===== src/rtl/cr_kme_unpack_pkg.sv =====
// Shared constants, entry layout and FSM states for the KME FIFO unpacker.
package cr_kme_unpack_pkg;

  localparam int KME_ENTRY_W   = 132;
  localparam int KME_DATA_W    = 128;
  localparam int KME_BEAT_W    = 32;
  localparam int KME_NUM_BEATS = KME_DATA_W / KME_BEAT_W;

  typedef struct packed {
    logic [1:0]            entry_type;
    logic                  eot;
    logic                  sot;
    logic [KME_DATA_W-1:0] data;
  } kme_entry_t;

  typedef enum logic {
    IDLE,
    SEND
  } unpack_state_e;

endpackage


===== src/rtl/cr_kme_fifo_unpacker.sv =====
// Pops 132-bit KME FIFO entries and serialises each 128-bit payload into
// four 32-bit beats (LSB word first) with sot/eot/type/last sideband.
module cr_kme_fifo_unpacker
  import cr_kme_unpack_pkg::*;
#(
  parameter int IN_WIDTH   = KME_ENTRY_W,
  parameter int DATA_WIDTH = KME_DATA_W,
  parameter int BEAT_WIDTH = KME_BEAT_W
) (
  input  logic                  clk,
  input  logic                  rst,
  input  logic [IN_WIDTH-1:0]   fifo_out,
  input  logic                  fifo_out_valid,
  output logic                  fifo_out_ack,
  output logic [BEAT_WIDTH-1:0] beat_data,
  output logic                  beat_valid,
  input  logic                  beat_ready,
  output logic                  beat_sot,
  output logic                  beat_eot,
  output logic [1:0]            beat_type,
  output logic                  beat_last,
  output logic                  busy
);

  localparam int NUM_BEATS = DATA_WIDTH / BEAT_WIDTH;
  localparam int IDX_W     = (NUM_BEATS > 1) ? $clog2(NUM_BEATS) : 1;
  localparam logic [IDX_W-1:0] LAST_IDX = IDX_W'(NUM_BEATS - 1);

  localparam int SOT_POS  = DATA_WIDTH;
  localparam int EOT_POS  = DATA_WIDTH + 1;
  localparam int TYPE_LSB = DATA_WIDTH + 2;

  unpack_state_e state, state_next;
  logic [IN_WIDTH-1:0] hold;
  logic [IDX_W-1:0]    beat_idx;
  logic [NUM_BEATS-1:0][BEAT_WIDTH-1:0] hold_words;
  logic at_last;
  logic take;

  assign hold_words = hold[DATA_WIDTH-1:0];
  assign at_last    = (state == SEND) && (beat_idx == LAST_IDX);

  // Pop on an idle slot, or chain straight into the next entry as the last beat leaves.
  assign take = fifo_out_valid && !rst &&
                ((state == IDLE) || (at_last && beat_ready));
  assign fifo_out_ack = take;

  always_ff @(posedge clk or posedge rst) begin
    if (rst) begin
      state <= IDLE;
    end else begin
      state <= state_next;
    end
  end

  always_ff @(posedge clk or posedge rst) begin
    if (rst) begin
      hold     <= '0;
      beat_idx <= '0;
    end else if (take) begin
      hold     <= fifo_out;
      beat_idx <= '0;
    end else if ((state == SEND) && beat_ready && (beat_idx != LAST_IDX)) begin
      beat_idx <= beat_idx + 1'b1;
    end
  end

  always_comb begin
    state_next = state;
    case (state)
      IDLE: begin
        if (take) begin
          state_next = SEND;
        end
      end
      SEND: begin
        if (at_last && beat_ready) begin
          state_next = fifo_out_valid ? SEND : IDLE;
        end
      end
      default: state_next = IDLE;
    endcase
  end

  // Sideband is gated by SEND so a finished entry left in the holding register stays invisible.
  always_comb begin
    beat_valid = 1'b0;
    beat_data  = '0;
    beat_sot   = 1'b0;
    beat_eot   = 1'b0;
    beat_type  = 2'b00;
    beat_last  = 1'b0;
    busy       = 1'b0;
    if (state == SEND) begin
      beat_valid = 1'b1;
      beat_data  = hold_words[beat_idx];
      beat_sot   = hold[SOT_POS] && (beat_idx == '0);
      beat_eot   = hold[EOT_POS] && (beat_idx == LAST_IDX);
      beat_type  = hold[TYPE_LSB +: 2];
      beat_last  = (beat_idx == LAST_IDX);
      busy       = 1'b1;
    end
  end

endmodule


===== config.mk =====
export PLATFORM = sky130hd
export DESIGN_NAME = cr_kme_fifo_unpacker
export DESIGN_NICKNAME = d
export VERILOG_FILES = /design/src/rtl/cr_kme_unpack_pkg.sv /design/src/rtl/cr_kme_fifo_unpacker.sv
export SDC_FILE = /design/constraint.sdc
export NUM_CORES = 1
export LEC_CHECK = 0
export CAP_MARGIN = 5
export CORE_UTILIZATION = 30
export CTS_CLUSTER_SIZE = 30
export DETAILED_ROUTE_END_ITERATION = 8
export DONT_BUFFER_PORTS = 1
export PLACE_DENSITY = 0.48
export RECOVER_POWER = 50
export REMOVE_ABC_BUFFERS = 1
export SYNTH_ARGS = -nofsm -noshare
export SYNTH_HDL_FRONTEND = slang
export SYNTH_SLANG_ARGS = --single-unit

===== constraint.sdc =====
create_clock -name clk -period 3.9 [get_ports clk]
set_input_delay 0.585 -clock clk [delete_from_list [all_inputs] [get_ports clk]]
set_output_delay 0.585 -clock clk [all_outputs]
set_load 0.05 [all_outputs]

==> Flow_metrics.wiki, run 1 <==
{| class="wikitable"
! Metric !! Value
|-
| Outcome || finished, violations left
|-
| Failing checks || max-capacitance violations, max-slew violations
|-
| Met2 WL post-DR || around 6000 um
|-
| Number of nets in the finished design || 517
|-
| Register area share after synthesis || a little under three fifths
|-
| Worst hold path depth || 1
|-
| Non-filler cells, final || roughly 660
|-
| Most instantiated cells after synthesis || 135 x sky130_fd_sc_hd__dfrtp_1, 82 x sky130_fd_sc_hd__mux2_2, 50 x sky130_fd_sc_hd__mux2_1
|-
| Port Buffers || 0
|-
| R2R cell count || 5
|-
| Final Cell Area || 6960 sq um
|-
| Postcts setup bufs || 0
|-
| Max frequency || between 0.3 and 0.4 GHz
|-
| CTS H-Tree Depth || 4
|-
| Final global-route overflow total || 0
|-
| Clock tree sinks || 135
|-
| Highest layer used for signal routing || met4
|-
| Post-synthesis sequential element count || about 140
|-
| Area added between synthesis and finish || 14.0%
|-
| Crit path max-delay cell type || sky130_fd_sc_hd__clkbuf_2
|-
| Gate count of the mapped netlist || around 380
|-
| Routed wire per std cell || around 20 um
|-
| Effective utilization at floorplan || 30.9%
|-
| Overall routing resource usage || between 10% and 20%
|-
| Average via count per standard cell || approximately 4.8
|-
| CTS tree || built
|-
| Syn avg cell area || 16.1 sq um
|-
| Post-route setup slack || 0.676 ns
|-
| Initial antenna violation count || 3
|-
| DIE WIDTH || 145 um
|-
| Number of warnings printed during yosys synthesis || 0
|-
| FF-to-FF Start || beat_idx[1]
|-
| Static leakage || about 2.8 nW
|-
| Summed instance area of the synthesized netlist || a little over 6000 sq um
|-
| Drt drc || 0
|-
| Slew headroom || -24.1%
|-
| Launch instance of the worst min-delay path || fifo_out[66]
|-
| Worst-path fanout max || 56
|-
| Critical Path End Type || register
|-
| Cell at the root of the clock tree || sky130_fd_sc_hd__clkbuf_16
|-
| Arrival time of the worst setup path || 3.51 ns
|-
| Clock slew at the register clock pins of the worst setup and hold paths || around 0.060 ns
|-
| Fraction of the cycle the final worst path needs || 82.7%
|-
| Wire length of the first global-routing pass || slightly below 20,000 um
|-
| Crit Path Class || reg -> reg
|-
| Number of top-level design ports || between 150 and 200
|-
| Library cells used by synthesis || 20
|-
| Final RePlAce weighted congestion || between 0.6 and 0.7
|-
| Power density cells || between 1000 and 1500 nW/um^2
|-
| Largest cells by area after synthesis || sky130_fd_sc_hd__dfrtp_1 55%, sky130_fd_sc_hd__mux2_2 15%, sky130_fd_sc_hd__mux4_2 12%
|-
| Placed wire-length estimate || between 8000 and 9000 um
|-
| Setup WS pre-CTS || around 1.2 ns
|-
| Total length of routed met3 wires || 1210 um
|-
| Post-route ant nets || 0
|-
| Setup Skew || between 0.01 and 0.015 ns
|-
| Crit path required time || 4.19 ns
|-
| Unrepaired setup endpoints after global routing || false
|-
| # resized after CTS || 0
|-
| End point of the worst hold path || hold[66]
|-
| Count of flip-flops with a built-in enable after synthesis || 0
|-
| Area of the core || 19,700 sq um
|-
| Total detailed-routing wirelength || around 13,000 um
|-
| Kind of start point of the critical path || register
|-
| Number of rows created at floorplan || 51
|-
| Longest Clk Path Bufs || 2
|-
| Clock Latency Late Sink || roughly 0.41 ns
|-
| Via count of the first global-routing pass || approximately 3,500
|-
| Final number of setup-violating endpoints || 0
|-
| Worst-margin pin slew || approximately 1.9 ns
|-
| Share of synthesized registers carrying an async set or reset || 100%
|-
| Post-route minimum period || around 3.2 ns
|-
| Worst-path cell chain || ha_1, nand2_1, a21oi_4, clkbuf_2, mux2_2
|-
| Hold violation total from the final report || 0
|-
| Dominant cell by count in the synthesized netlist || sky130_fd_sc_hd__dfrtp_1
|-
| FF-to-FF setup slack || between 0.6 and 0.7 ns
|-
| Most used flip-flop cell after synthesis || sky130_fd_sc_hd__dfrtp_1
|-
| Max-cap violations || 1
|-
| Iteration-0 DRC Markers || 93
|-
| Dpl cells || about 630
|-
| Placement-stage cell area || around 6400 sq um
|-
| Worst IR drop on VDD || between 0.3 and 0.4 mV
|-
| Share of the synthesized area in the top cell type || between 50% and 60%
|-
| Length of routed wiring on met1 || between 5000 and 6000 um
|-
| Largest stage delay on the critical path || between 1 and 1.5 ns
|-
| Die extent in y || roughly 140 um
|-
| Count of filler cells inserted in the layout || ~1,900
|-
| Hold_buf cts || 0
|-
| Number of CTS-inserted buffers || 17
|-
| Hold Path Class || in -> reg
|-
| Area enclosed by the die boundary || 20,900 sq um
|-
| Total vias in the final route || between 3,000 and 4,000
|-
| Pin count of the biggest net entering global routing || 88
|-
| Share of post-route cells with drive strength above 1 || approximately 40%
|-
| Area leader, netlist || sky130_fd_sc_hd__dfrtp_1
|-
| End of the worst register-to-register path || hold[103]
|-
| Number of max-slew violations in the final report || 88
|-
| DR pass1 iterations || 4
|}
-- logic make-up (layout without fill, tap and decap cells) --
logic type	count (synthesis)	after routing	synth area share (%)
compound gates	2	2	0.349
xor+xnor	1	1	0.144
fa+ha+maj	2	2	0.410
buf+inv	30	43	3.12
flops	135	135	55.4
mux	165	165	36.3
other cells	0	3	0
simple gates	43	43	4.27
-- routing by layer --
layer	up-vias	track usage, %
met3	9	6.59
met5	-	0
li1	1385	-
met1	1638	14.9
met2	112	20.5
met4	0	4.49
-- worst max-delay path by stage --
stage / start / to / slack [ns]
4_1_cts: beat_idx[1] / beat_data[10] / 0.72
6_report: beat_idx[1] / hold[103] / 0.68
3_5_place_dp: beat_idx[1] / beat_data[10] / 1.17
2_1_floorplan: beat_idx[1] / hold[0] / -1.06
5_1_grt: beat_idx[1] / hold[108] / 0.33
3_3_place_gp: beat_idx[1] / beat_data[18] / 1.19
-- worst max-delay path: cells and delay by family, from the launching register on --
family,cells,cell delay (ns)
flip-flops,1,0.80
adder cells (fa/ha/maj),1,0.37
AND/OR/NAND/NOR,1,0.14
multiplexers,1,0.43
AO/OA/AOI/OAI,1,0.23
buffers and inverters,1,1.08
-- placed cells by master, fill, tap and decap left out, types with 3 or more instances in the layout --
cell type                   count
sky130_fd_sc_hd__and2_1        33
sky130_fd_sc_hd__dfrtp_1      133
sky130_fd_sc_hd__mux2_1        50
sky130_fd_sc_hd__clkbuf_16     17
sky130_fd_sc_hd__clkinv_4       4
sky130_fd_sc_hd__buf_4          4
sky130_fd_sc_hd__clkbuf_1       3
sky130_fd_sc_hd__bufinv_16      4
sky130_fd_sc_hd__mux2_2        82
sky130_fd_sc_hd__clkinv_2       3
sky130_fd_sc_hd__diode_2        3
sky130_fd_sc_hd__mux4_2        32
-- registers in the layout, summed over array words and instances (netlist names) --
signal	count
hold	132
beat_idx	2
state	1
-- metrics by stage --
step           util (%)  TNS [ns]  total power [W]  hold slack [ns]
2_1_floorplan         -   -178.58          0.00532            0.453
3_3_place_gp       32.2         0          0.00572            0.465
3_5_place_dp       32.2         0          0.00581            0.473
4_1_cts            35.4         0          0.00754            0.223
5_1_grt            35.3         0          0.00782            0.284
6_report           35.3         0          0.00740            0.305
-- power breakdown --
| group | total (W) | internal (W) | leakage [nW] | switching (W) |
|---|---|---|---|---|
| combinational | 0.00315 | 0.00123 | 0.923 | 0.00192 |
| clock | 0.00169 | 0.00108 | 0.303 | 0.000607 |
| sequential | 0.00256 | 0.00210 | 1.62 | 0.000463 |
-- final cells by class --
| cell class | count | area (sq um) | share of cell area [%] |
|---|---|---|---|
| antenna | 3 | 7.51 | 0.108 |
| clock buffer | 19 | 443 | 6.37 |
| clock inverter | 12 | 178 | 2.55 |
| inverter | 3 | 15.0 | 0.216 |
| multi-input combinational | 213 | 2530 | 36.4 |
| sequential | 135 | 3380 | 48.6 |
| tap | 265 | 332 | 4.77 |
| timing repair buffer | 9 | 67.6 | 0.971 |
Note: power is estimated with default switching activity, not from simulation.
==> run 2: changes to the inputs <==
- PLACE_DENSITY: 0.48 -> 0.47
- clock period: 3.9 -> 3 ns (I/O delays scaled with it)
==> run 2 against run 1 <==
The flow still finishes with violations (max-capacitance violations, max-slew violations). Non-clock buffer count up 4. Routed wire length is 1.5% higher. Register-to-register slack got worse by 0.22 ns. Total power rose by 30%. Clock skew fell by 0.00085 ns. Critical path type is now reg -> out.
==> Flow_metrics.wiki, run 2 (same netlist as run 1, synthesis figures left out) <==
{| class="wikitable"
! Metric !! Value
|-
| Total vias in the final route || 3,147 (was 3,144)
|-
| Average via count per standard cell || 4.73 (was 4.77)
|-
| Effective utilization at floorplan || 30.9% (unchanged)
|-
| Drt drc || 0 (unchanged)
|-
| Crit path required time || 2.55 ns (was 4.19 ns)
|-
| Unrepaired setup endpoints after global routing || false (unchanged)
|-
| Critical Path End Type || output pin (was register)
|-
| Share of post-route cells with drive strength above 1 || 39.6% (about the same)
|-
| Number of nets in the finished design || 521 (was 517)
|-
| Post-route minimum period || approximately 2.7 ns
|-
| Setup Skew || 0.00933 ns (was 0.0102 ns)
|-
| Area enclosed by the die boundary || 20,900 sq um (unchanged)
|-
| Clock slew at the register clock pins of the worst setup and hold paths || 0.06 ns (about the same)
|-
| Power consumption || 0.00962 W (was 0.00740 W)
|-
| Hold violation total from the final report || 0 (unchanged)
|-
| Arrival time of the worst setup path || 2.23 ns (was 3.51 ns)
|-
| Failing checks || max-capacitance violations, max-slew violations (unchanged)
|-
| Dpl cells || 629 (was 625)
|-
| Clock tree sinks || 135 (unchanged)
|-
| DR pass1 iterations || 4 (unchanged)
|-
| Kind of start point of the critical path || register (unchanged)
|-
| Routed wire per std cell || 19.7 um (was 19.6 um)
|-
| Post-route ant nets || 0 (unchanged)
|-
| Hold Path Class || in -> reg (unchanged)
|-
| Worst-path fanout max || 69 (was 56)
|-
| Number of top-level design ports || 176 (unchanged)
|-
| Number of CTS-inserted buffers || 17 (unchanged)
|-
| Hold_buf cts || 0 (unchanged)
|-
| Clock Latency Late Sink || 0.41 ns (about the same)
|-
| Final RePlAce weighted congestion || 0.673 (was 0.670)
|-
| Initial antenna violation count || 6 (was 3)
|-
| Total detailed-routing wirelength || 13,100 um (was 12,900 um)
|-
| Sequential standard cell area || 3380 sq um (about the same)
|-
| Iteration-0 DRC Markers || 97 (was 93)
|-
| Non-filler cells, final || 666 (was 659)
|-
| Largest registers in the final layout || hold: 132 flops, beat_idx: 2 flops, state: 1 flops (unchanged)
|-
| Post-route setup slack || 0.320 ns (was 0.676 ns)
|-
| Area occupied by multi-input gates || 2520 sq um (was 2530 sq um)
|-
| Overall routing resource usage || 13.3% (was 12.9%)
|-
| Number of rows created at floorplan || 51 (unchanged)
|-
| Postcts setup bufs || 0 (unchanged)
|-
| Register with the highest flop count || hold (unchanged)
|-
| # resized after CTS || 0 (unchanged)
|-
| Wire length of the first global-routing pass || 20,200 um (was 19,700 um)
|-
| Crit Path Class || reg -> out (was reg -> reg)
|-
| Area of the core || 19,700 sq um (unchanged)
|-
| CTS tree || built (unchanged)
|-
| Via count of the first global-routing pass || 3,498 (was 3,499)
|-
| Slew headroom || -18.0% (was -24.1%)
|-
| Setup WS pre-CTS || 0.872 ns (was 1.17 ns)
|-
| Max-cap violations || 1 (unchanged)
|-
| Fraction of the cycle the final worst path needs || 89.3%
|-
| DIE WIDTH || 145 um (unchanged)
|-
| Port Buffers || 0 (unchanged)
|-
| Longest Clk Path Bufs || 2 (unchanged)
|-
| Die extent in y || 145 um (unchanged)
|-
| Area added between synthesis and finish || 14.7% (was 14.0%)
|-
| Most frequent standard cell in the layout excluding fill and tap cells || sky130_fd_sc_hd__dfrtp_1 (unchanged)
|-
| Worst IR drop on VDD || 0.456 mV (was 0.304 mV)
|-
| Number of max-slew violations in the final report || 81 (was 88)
|-
| Outcome || finished, violations left (unchanged)
|-
| Max frequency || about 0.37 GHz
|-
| Final number of setup-violating endpoints || 0 (unchanged)
|-
| Tightest hold margin || 0.165 ns (was 0.305 ns)
|-
| Cell at the root of the clock tree || sky130_fd_sc_hd__clkbuf_16 (unchanged)
|-
| Top library cells by usage in the layout, fill and taps aside || 132 x sky130_fd_sc_hd__dfrtp_1, 82 x sky130_fd_sc_hd__mux2_2, 50 x sky130_fd_sc_hd__mux2_1, 35 x sky130_fd_sc_hd__and2_1, 32 x sky130_fd_sc_hd__mux4_2 (was 133 x sky130_fd_sc_hd__dfrtp_1, 82 x sky130_fd_sc_hd__mux2_2, 50 x sky130_fd_sc_hd__mux2_1, 33 x sky130_fd_sc_hd__and2_1, 32 x sky130_fd_sc_hd__mux4_2)
|-
| Flip-flop count of the largest register after layout || 132 (unchanged)
|-
| Count of filler cells inserted in the layout || 1,885 (was 1,883)
|-
| Pin count of the biggest net entering global routing || 81 (was 88)
|-
| CTS H-Tree Depth || 4 (unchanged)
|-
| Power density cells || 1370 nW/um^2 (was 1060 nW/um^2)
|-
| Final global-route overflow total || 0 (unchanged)
|-
| Static leakage || 2.86 nW (was 2.85 nW)
|-
| Placed wire-length estimate || 8870 um (was 8750 um)
|-
| Worst-margin pin slew || 1.77 ns (was 1.86 ns)
|}
[run 2: routing by layer]
layer / track usage, % / routed length (um)
met5: 0 / 13
met4: 4.65 / 155
met3: 7.12 / 1230
met2: 19.8 / 6130
met1: 16.3 / 5570
[run 2: report_power, final]
| group | total, W | internal, W | switching, W |
|---|---|---|---|
| Sequential | 0.00321 | 0.00274 | 0.000473 |
| Clock | 0.00218 | 0.00138 | 0.000800 |
| Combinational | 0.00423 | 0.00161 | 0.00262 |
| Total | 0.00962 | 0.00572 | 0.00389 |
[run 2: layout make-up]
cell class	count	share of cell area, %
tap	265	4.74
inverter	3	0.214
antenna	5	0.179
multi-input combinational	213	36.0
clock buffer	22	6.77
clock inverter	10	2.06
sequential	135	48.3
timing repair buffer	13	1.72
[run 2: metrics by stage]
stage          util (%)  cell area (sq um)  TNS [ns]
2_1_floorplan         -               5920   -403.22
3_3_place_gp       32.4               6400         0
3_5_place_dp       32.4               6400         0
4_1_cts            35.6               7020         0
5_1_grt            35.5               7000         0
6_report           35.5               7000         0
[run 2: worst paths after layout]
kind / endpoint / depth (start not counted) / slack (ns) / startpoint
worst max-delay path: fifo_out_ack / 3 / 0.32 / state
worst min-delay path: hold[42] / 1 / 0.16 / fifo_out[42]
worst max register to register: hold[36] / 3 / 0.46 / state
worst min register to register: hold[60] / 1 / 0.48 / hold[60]
max in group asynchronous: hold[93] / 2 / 0.82 / rst
min in group asynchronous: hold[118] / 1 / 0.41 / rst
[run 2: critical path, stage by stage (launching register included)]
cell,delay (ns)
sky130_fd_sc_hd__dfrtp_2,0.68
sky130_fd_sc_hd__a21oi_1,0.40
sky130_fd_sc_hd__buf_12,0.37
sky130_fd_sc_hd__buf_4,0.28
==> run 3: changes to the inputs <==
- CORE_UTILIZATION: 30 -> 45
- MAX_ROUTING_LAYER: default -> met4
- PLACE_DENSITY: 0.47 -> 0.63
==> run 3 against run 2 <==
The flow still finishes with violations (max-capacitance violations, max-slew violations). Die area down 33%. Total power decreased by 1.3%. Largest cell class unchanged. Sequential cell count unchanged. Sequential power barely moved. Routed wire length down 12%.
==> Flow_metrics.wiki, run 3 (same netlist as run 1, synthesis figures left out) <==
{| class="wikitable"
! Metric !! Value
|-
| Outcome || finished, violations left (unchanged)
|-
| Failing checks || max-capacitance violations, max-slew violations (unchanged)
|-
| Hold Path Class || in -> reg (unchanged)
|-
| # resized after CTS || 0 (unchanged)
|-
| Wire length of the first global-routing pass || 18,800 um (was 20,200 um)
|-
| Clock slew at the register clock pins of the worst setup and hold paths || 0.06 ns (about the same)
|-
| Iteration-0 DRC Markers || 158 (was 97)
|-
| CTS tree || built (unchanged)
|-
| Largest stage delay on the critical path || 0.67 ns (was 0.68 ns)
|-
| Max frequency || 0.394 GHz (was 0.373 GHz)
|-
| Initial antenna violation count || 2 (was 6)
|-
| Power density cells || 1390 nW/um^2 (was 1370 nW/um^2)
|-
| Post-route minimum period || 2.54 ns (was 2.68 ns)
|-
| Top cell family by delay on the critical path || flip-flops (unchanged)
|-
| Port Buffers || 0 (unchanged)
|-
| DIE WIDTH || 118 um (was 145 um)
|-
| Area enclosed by the die boundary || 14,000 sq um (was 20,900 sq um)
|-
| Int Pwr || 0.00567 W (was 0.00572 W)
|-
| FF-to-FF setup slack || 0.80 ns (was 0.46 ns)
|-
| Clock tree sinks || 135 (unchanged)
|-
| Arrival time of the worst setup path || 2.09 ns (was 2.23 ns)
|-
| Static leakage || 2.84 nW (was 2.86 nW)
|-
| Effective utilization at floorplan || 46.1% (was 30.9%)
|-
| Routed wire per std cell || 20.1 um (was 19.7 um)
|-
| DR pass1 iterations || 4 (unchanged)
|-
| Slew headroom || -53.7% (was -18.0%)
|-
| Top library cells by usage in the layout, fill and taps aside || 132 x sky130_fd_sc_hd__dfrtp_1, 82 x sky130_fd_sc_hd__mux2_2, 50 x sky130_fd_sc_hd__mux2_1, 35 x sky130_fd_sc_hd__and2_1, 32 x sky130_fd_sc_hd__mux4_2 (unchanged)
|-
| Area added between synthesis and finish || 11.8% (was 14.7%)
|-
| Placed wire-length estimate || 7570 um (was 8870 um)
|-
| Pin count of the biggest net entering global routing || 112 (was 81)
|-
| Longest Clk Path Bufs || 2 (unchanged)
|-
| Number of rows created at floorplan || 42 (was 51)
|-
| Setup Skew || 0.00785 ns (was 0.00933 ns)
|-
| Worst IR drop on VDD || 0.642 mV (was 0.456 mV)
|-
| Share of post-route cells with drive strength above 1 || 40.1% (was 39.6%)
|-
| Sequential power share || 33.7% (was 33.4%)
|-
| Most frequent standard cell in the layout excluding fill and tap cells || sky130_fd_sc_hd__dfrtp_1 (unchanged)
|-
| Total detailed-routing wirelength || 11,500 um (was 13,100 um)
|-
| Placement-stage cell area || 6230 sq um (was 6400 sq um)
|-
| Number of buffers and inverters on the critical path || 1 (was 2)
|-
| Total vias in the final route || 3,137 (was 3,147)
|-
| Number of top-level design ports || 176 (unchanged)
|-
| Die extent in y || 118 um (was 145 um)
|-
| Max-cap violations || 1 (unchanged)
|-
| Largest registers in the final layout || hold: 132 flops, beat_idx: 2 flops, state: 1 flops (unchanged)
|-
| Crit path required time || 2.55 ns (about the same)
|-
| Kind of start point of the critical path || register (unchanged)
|-
| Crit Path Class || reg -> out (unchanged)
|-
| Critical Path End Type || output pin (unchanged)
|-
| Fraction of the cycle the final worst path needs || 84.7% (was 89.3%)
|-
| Part of the total power dissipated in the clock network || 22.1% (was 22.6%)
|-
| Final Cell Area || 6820 sq um (was 7000 sq um)
|-
| Final RePlAce weighted congestion || 0.763 (was 0.673)
|-
| Net Sw Frac || 40.2% (was 40.5%)
|-
| Overall routing resource usage || 18.5% (was 13.3%)
|-
| Final number of setup-violating endpoints || 0 (unchanged)
|-
| Number of CTS-inserted buffers || 17 (unchanged)
|-
| Worst-path fanout max || 41 (was 69)
|-
| Post-route ant nets || 0 (unchanged)
|-
| Cell at the root of the clock tree || sky130_fd_sc_hd__clkbuf_16 (unchanged)
|-
| Drt drc || 0 (unchanged)
|-
| Accumulated negative setup slack || 0 ns (unchanged)
|-
| Unrepaired setup endpoints after global routing || false (unchanged)
|-
| Average via count per standard cell || 5.50 (was 4.73)
|-
| Number of max-slew violations in the final report || 112 (was 81)
|-
| Area of the core || 13,200 sq um (was 19,700 sq um)
|-
| Flip-flop count of the largest register after layout || 132 (unchanged)
|-
| Final global-route overflow total || 0 (unchanged)
|-
| Crit path max-delay cell type || sky130_fd_sc_hd__dfrtp_2 (unchanged)
|-
| Hold violation total from the final report || 0 (unchanged)
|-
| Sw Pwr || 0.00381 W (was 0.00389 W)
|-
| Via count of the first global-routing pass || 3,410 (was 3,498)
|-
| Clock Latency Late Sink || 0.42 ns (was 0.41 ns)
|-
| Part of the power in combinational logic || 44.2% (was 44.0%)
|-
| CTS H-Tree Depth || 4 (unchanged)
|-
| Worst-path cell chain || a21oi_1, buf_4 (was a21oi_1, buf_12, buf_4)
|-
| Hold_buf cts || 0 (unchanged)
|-
| Register with the highest flop count || hold (unchanged)
|-
| Postcts setup bufs || 0 (unchanged)
|-
| Worst-margin pin slew || 2.31 ns (was 1.77 ns)
|-
| Number of nets in the finished design || 517 (was 521)
|}
## run 3: path summary, 6_finish.rpt
path,from,to,cells past startpoint
worst max register to register,state,hold[15],3
min in group asynchronous,rst,hold[3],1
worst min-delay path,fifo_out[69],hold[69],1
worst max-delay path,state,fifo_out_ack,2
worst min register to register,hold[60],hold[60],1
max in group asynchronous,rst,hold[122],2
## run 3: worst reg2reg max path: cells and delay by family, from the launching register on
family | cells | cell delay (ns)
AO/OA/AOI/OAI | 1 | 0.39
buffers and inverters | 1 | 0.58
flip-flops | 1 | 0.67
multiplexers | 1 | 0.44
## run 3: layout make-up
class	instances	area (sq um)
repair buffers	9	72.6
multi-input cells	213	2520
inverters	3	15.0
clock inverters	13	154
flip-flops and latches	135	3380
clock buffers	19	453
diodes	2	5.00
well taps	176	220
fillers	1123	6420
## run 3: power groups by stage
stage / combinational [W] / clock, W / sequential [W]
6_report: 0.00419 / 0.00210 / 0.00320
5_1_grt: 0.00443 / 0.00224 / 0.00334
4_1_cts: 0.00426 / 0.00217 / 0.00321
3_5_place_dp: 0.00425 / 0 / 0.00324
3_3_place_gp: 0.00418 / 0 / 0.00319
2_1_floorplan: 0.00369 / 0 / 0.00322
## run 3: per-stage QoR
step	hold WS (ns)	instances	worst slack, ns	power, W	util, %
2_1_floorplan	0.453	351	-1.96	0.00691	-
6_report	0.167	570	0.459	0.00949	51.5
4_1_cts	0.146	568	0.449	0.00964	51.6
3_3_place_gp	0.462	536	0.923	0.00738	47.1
3_5_place_dp	0.471	536	0.905	0.00749	47.1
5_1_grt	0.142	570	0.261	0.0100	51.5
## run 3: per-layer routing
layer,track usage (%),vias to the layer above,share of wire (%)
met5,-,-,0
met3,8.16,7,7.8
li1,-,1376,-
met1,23.4,1635,44
met2,26.4,119,47
met4,6.17,0,0.98
